===== config.mk =====
export PLATFORM = sky130hd
export DESIGN_NAME = halt_step_controller
export DESIGN_NICKNAME = d
export VERILOG_FILES = /design/src/rtl/halt_step_controller.sv
export SDC_FILE = /design/constraint.sdc
export NUM_CORES = 1
export LEC_CHECK = 0
export BUFFER_PORTS_ARGS = -buffer_cell sky130_fd_sc_hd__clkbuf_2
export CORE_MARGIN = 2
export CORE_UTILIZATION = 55
export DETAILED_ROUTE_END_ITERATION = 10
export PLACE_DENSITY = 0.81
export SYNTH_ARGS = -nofsm -noshare
export SYNTH_HDL_FRONTEND = slang
export SYNTH_SLANG_ARGS = --single-unit

===== constraint.sdc =====
create_clock -name clk -period 5.5 [get_ports clk]
set_input_delay 1.1 -clock clk [delete_from_list [all_inputs] [get_ports clk]]
set_output_delay 1.1 -clock clk [all_outputs]
set_load 0.02 [all_outputs]

===== src/rtl/halt_step_controller.sv =====
`default_nettype none
// halt_step_controller: CPU halt/continue run controller with debounced button,
// optional auto-resume and a hold-until-acknowledged continue handshake. Rev 1.0
module halt_step_controller #(
  parameter int DEBOUNCE_CYCLES = 500000,
  parameter int AUTO_DELAY      = 0,
  parameter int ACK_TIMEOUT     = 1024,
  parameter int HALT_COUNT_W    = 16
) (
  input  logic                    clk,
  input  logic                    reset,
  input  logic                    btn_continue,
  input  logic                    auto_en,
  input  logic                    halted,
  input  logic                    pwr,
  input  logic [31:0]             debug,
  output logic                    cont_out,
  output logic [31:0]             snap,
  output logic                    snap_valid,
  output logic [HALT_COUNT_W-1:0] halt_count,
  output logic                    ack_err,
  output logic [1:0]              state
);

  localparam int DBW = $clog2(DEBOUNCE_CYCLES);
  localparam int ATW = $clog2(AUTO_DELAY + 2);
  localparam int ACW = $clog2(ACK_TIMEOUT + 1);
  localparam logic [DBW-1:0] DB_LAST   = DBW'(DEBOUNCE_CYCLES - 1);
  localparam logic [ATW-1:0] AUTO_LAST = ATW'(AUTO_DELAY);
  localparam logic [ACW-1:0] ACK_LAST  = ACW'(ACK_TIMEOUT - 1);
  localparam bit             AUTO_ON   = (AUTO_DELAY != 0);

  typedef enum logic [1:0] {
    S_RUN  = 2'd0,
    S_WAIT = 2'd1,
    S_ACK  = 2'd2,
    S_DONE = 2'd3
  } state_e;

  logic           sync1_q, sync2_q, level_q, level_prev_q, press_q;
  logic [DBW-1:0] db_cnt_q;

  always_ff @(posedge clk or negedge reset) begin
    if (!reset) begin
      sync1_q      <= 1'b0;
      sync2_q      <= 1'b0;
      level_q      <= 1'b0;
      level_prev_q <= 1'b0;
      press_q      <= 1'b0;
      db_cnt_q     <= '0;
    end else begin
      sync1_q      <= btn_continue;
      sync2_q      <= sync1_q;
      if (sync2_q == level_q) begin
        db_cnt_q <= '0;
      end else if (db_cnt_q == DB_LAST) begin
        level_q  <= sync2_q;
        db_cnt_q <= '0;
      end else begin
        db_cnt_q <= db_cnt_q + DBW'(1);
      end
      level_prev_q <= level_q;
      press_q      <= level_q & ~level_prev_q;
    end
  end

  state_e                  state_q, state_d;
  logic                    cont_q, cont_d;
  logic [31:0]             snap_q, snap_d;
  logic                    valid_q, valid_d;
  logic [HALT_COUNT_W-1:0] count_q, count_d;
  logic                    err_q, err_d;
  logic [ATW-1:0]          auto_cnt_q, auto_cnt_d;
  logic [ACW-1:0]          ack_cnt_q, ack_cnt_d;
  logic                    auto_fire;

  always_ff @(posedge clk or negedge reset) begin
    if (!reset) begin
      state_q    <= S_RUN;
      cont_q     <= 1'b0;
      snap_q     <= '0;
      valid_q    <= 1'b0;
      count_q    <= '0;
      err_q      <= 1'b0;
      auto_cnt_q <= '0;
      ack_cnt_q  <= '0;
    end else begin
      state_q    <= state_d;
      cont_q     <= cont_d;
      snap_q     <= snap_d;
      valid_q    <= valid_d;
      count_q    <= count_d;
      err_q      <= err_d;
      auto_cnt_q <= auto_cnt_d;
      ack_cnt_q  <= ack_cnt_d;
    end
  end

  always_comb begin
    state_d    = state_q;
    cont_d     = cont_q;
    snap_d     = snap_q;
    valid_d    = valid_q;
    count_d    = count_q;
    err_d      = err_q;
    auto_cnt_d = auto_cnt_q;
    ack_cnt_d  = ack_cnt_q;
    auto_fire  = AUTO_ON && auto_en && (auto_cnt_q == AUTO_LAST);

    // Power loss overrides everything, including a halt capture this cycle.
    if (!pwr) begin
      state_d = S_DONE;
      cont_d  = 1'b0;
    end else begin
      case (state_q)
        S_RUN: begin
          if (halted) begin
            snap_d     = debug;
            valid_d    = 1'b1;
            count_d    = (count_q == '1) ? count_q : count_q + HALT_COUNT_W'(1);
            auto_cnt_d = '0;
            state_d    = S_WAIT;
          end
        end
        S_WAIT: begin
          if (press_q || auto_fire) begin
            cont_d    = 1'b1;
            ack_cnt_d = '0;
            state_d   = S_ACK;
          end else if (AUTO_ON && auto_en) begin
            auto_cnt_d = auto_cnt_q + ATW'(1);
          end
        end
        S_ACK: begin
          if (!halted) begin
            cont_d  = 1'b0;
            state_d = S_RUN;
          end else if (ack_cnt_q == ACK_LAST) begin
            cont_d     = 1'b0;
            err_d      = 1'b1;
            auto_cnt_d = '0;
            state_d    = S_WAIT;
          end else begin
            ack_cnt_d = ack_cnt_q + ACW'(1);
          end
        end
        default: begin
          cont_d = 1'b0;
        end
      endcase
    end
  end

  assign cont_out   = cont_q;
  assign snap       = snap_q;
  assign snap_valid = valid_q;
  assign halt_count = count_q;
  assign ack_err    = err_q;
  assign state      = state_q;

endmodule
`default_nettype wire


==> summary.txt <==
STA
  – Hold Fails Final Rpt: 0
  – Clk_skew: 0.0104 ns
  – Min Clock Period, post-route: 2.80 ns
  – Final period util: 0.509
  – RSZ-0062 raised after global routing: no
  – Min Hold Slack: 0.364 ns
  – Tightest Pin Transition: 1.09 ns
  – Setup ws final: 2.70 ns
  – Peak Freq: 0.357 GHz
  – Rel. slew slack: 0.272
  – Pins Over Slew Limit: 0
  – Final setup TNS: 0 ns
  – Count of final setup violators: 0

Placed design
  – Routability-driven placement congestion ratio: 0.883
  – PortBufs: 89
  – Detail Placement HPWL: 5.60 mm
  – Setup slack at placement: 2.34 ns

Min path
  – Hold Path Stages: 0
  – Hold Crit Class: flip-flop to flip-flop
  – Hold Crit Start: sync1_q

Routing
  – Routed Antenna Nets: 0
  – DRC viols: 0
  – DR vias/cell: 5.57
  – Pre-antenna DRT Iters: 4
  – WL/cell: 14.6 um
  – Via Count: 3024
  – Routed wire length: 7.94 mm
  – 1st-iter DRT viols: 153

Global route
  – Gr ovfl total: 0
  – Vias in the first global route: 2953
  – GR Layer Usage met1: 0.268
  – All-Layer GR Usage: 0.204
  – Met2 Use GR: 0.340
  – Initial antenna violation count: 0
  – First-pass GRT wire length: 13.6 mm
  – Largest net degree at the start of global routing: 89
  – M3 GR Usage: 0.0369
  – Global route hottest layer: met2

Setup path
  – CP Max Fanout: 40
  – CP startpoint kind: input port
  – Worst endpoint required time: 5.78 ns
  – Crit path kind: input port to flip-flop
  – R2r startpoint: state[0]
  – Critical path capture point: halt_count[9]
  – Register-to-Register Path Depth: 6
  – FF-to-FF setup slack: 2.86 ns
  – R2R Path End: halt_count[9]
  – CP startpoint: pwr
  – CP endpoint kind: flip-flop
  – Crit path DAT: 3.08 ns

Clock network
  – CTS tree: built
  – Clk sinks: 88
  – Clock Path Buffers: 2
  – CTS Buf Count: 9
  – Clock Tree Root: clkbuf_8
  – Setup bufs post-CTS: 0
  – CTS clk-pin slew, worst paths: 0.09 ns
  – Post-CTS Resized: 0
  – CTS H-tree depth: 3
  – # hold bufs at CTS: 0
  – Clock Latency Late Sink: 0.35 ns

Floorplan
  – Std-Cell Rows: 31
  – Core ar.: 7180 um2
  – Die X: 89.7 um
  – Die area: 8050 um2
  – Die Ht: 89.7 um
  – Starting density of the core: 0.563
  – IO Count: 91

Synth
  – Post-synth top area share: 0.545
  – Asr flop ratio synth: 1.00
  – Synth area leaders: dfrtp_1 (55%), mux2_2 (9.5%), xor2_1 (3.0%)
  – Avg Cell Area, Syn: 11.5 um2
  – Post-Syn Instances: 352
  – Post-synth net total: 396
  – Post-synthesis register bit count: 88
  – Main synth FF type: dfrtp_1
  – Ys Warns: 0
  – EDFF count, synth: 0
  – Unique cell type count in the Yosys netlist: 45
  – Post-synth top cells: dfrtp_1 (88), mux2_2 (34), nand2_1 (20), nor2_1 (20), a21oi_1 (17)
  – Yosys top cell by area: dfrtp_1
  – Most common cell in the netlist: dfrtp_1
  – Cell Area, Synth: 4040 um2
  – Sequential area share after synthesis: 0.545

Pwr
  – Overall power: 1.41 mW
  – Peak VDD IR: 243 uV
  – Pwr dens: 296 nW/um2
  – Pleak: 2.39 nW

Layout
  – Layout cells sized above 1: 0.329
  – # nets final: 483
  – FILL cells: 539
  – # diodes: 0
  – Area Growth Syn to Fin: 17.9%
  – Util after Layout: 0.664

Job
  – Count of max-cap constraint violations: 0

Run status
  – Status: complete, no violations
==> state kept, by name, summed over array words and instances (netlist names), 2 cells and up <==
name	count
state	2
halt_count	16
db_cnt_q	19
snap	32
ack_cnt_q	11
==> cell usage in the layout (no fill, tap or decap), types with 2 or more instances in the layout <==
master	n
a211oi_1	5
xnor2_1	8
a31oi_1	13
clkbuf_8	10
nand2_1	20
nor3_1	4
o31ai_1	4
ha_1	6
or3_1	4
nand3_1	14
or4_1	5
clkbuf_2	88
and2_1	2
nand2b_1	5
nor4b_1	2
inv_1	12
mux2_1	2
a41oi_1	2
xor2_1	14
mux2i_1	3
nand4_1	11
mux2_2	34
and3_1	5
clkinv_4	2
nand4b_1	3
and4_1	4
buf_4	2
o21ai_0	7
nor4_1	5
nor2_1	20
nor2b_1	3
nor3b_1	2
a21oi_1	17
dfrtp_1	88
o211ai_1	2
==> per-stage QoR <==
step / instances / area, um2
2_1_floorplan: 352 / 4040
3_3_place_gp: 527 / 4550
3_5_place_dp: 527 / 4550
4_1_cts: 543 / 4760
5_1_grt: 543 / 4760
6_report: 543 / 4760
==> cell type report <==
cell class	count	area, um2	share of cell area
sequential	88	2200	0.462
timing repair buffer	90	455	0.0956
clock inverter	6	75.1	0.0158
clock buffer	10	138	0.0289
tap	99	124	0.0260
inverter	12	45.0	0.00945
multi-input combinational	238	1730	0.362
==> worst max-delay path, cell delays in order <==
cell	delay [ns]
clkbuf_2	0.19
nand3_2	0.74
or2_1	0.59
a2111oi_2	0.28
xor2_1	0.18
==> cells by family (layout without fill, tap and decap cells) <==
group	Yosys count	in the layout	share of synthesized area
compound gates	55	55	0.0873
xor+xnor	22	22	0.0477
fa+ha+maj	6	6	0.0186
buf+inv	26	118	0.0291
flops	88	88	0.545
mux	39	39	0.108
simple gates	116	116	0.164
==> worst min path at each step <==
stage              end
2_1_floorplan  sync2_q
3_3_place_gp   sync2_q
3_5_place_dp   sync2_q
4_1_cts        sync2_q
5_1_grt        sync2_q
6_report       sync2_q
==> report_power, final <==
part | switching [mW] | internal, mW
clock network | 0.242 | 0.229
registers | 0.0324 | 0.691
logic | 0.138 | 0.0796
==> routing by layer <==
metal	share of wire	vias to the layer above
met3	0.040	17
met5	0	-
met2	0.50	67
li1	-	1459
met4	0.018	0
met1	0.44	1481
(Power assumes the default switching activity.)
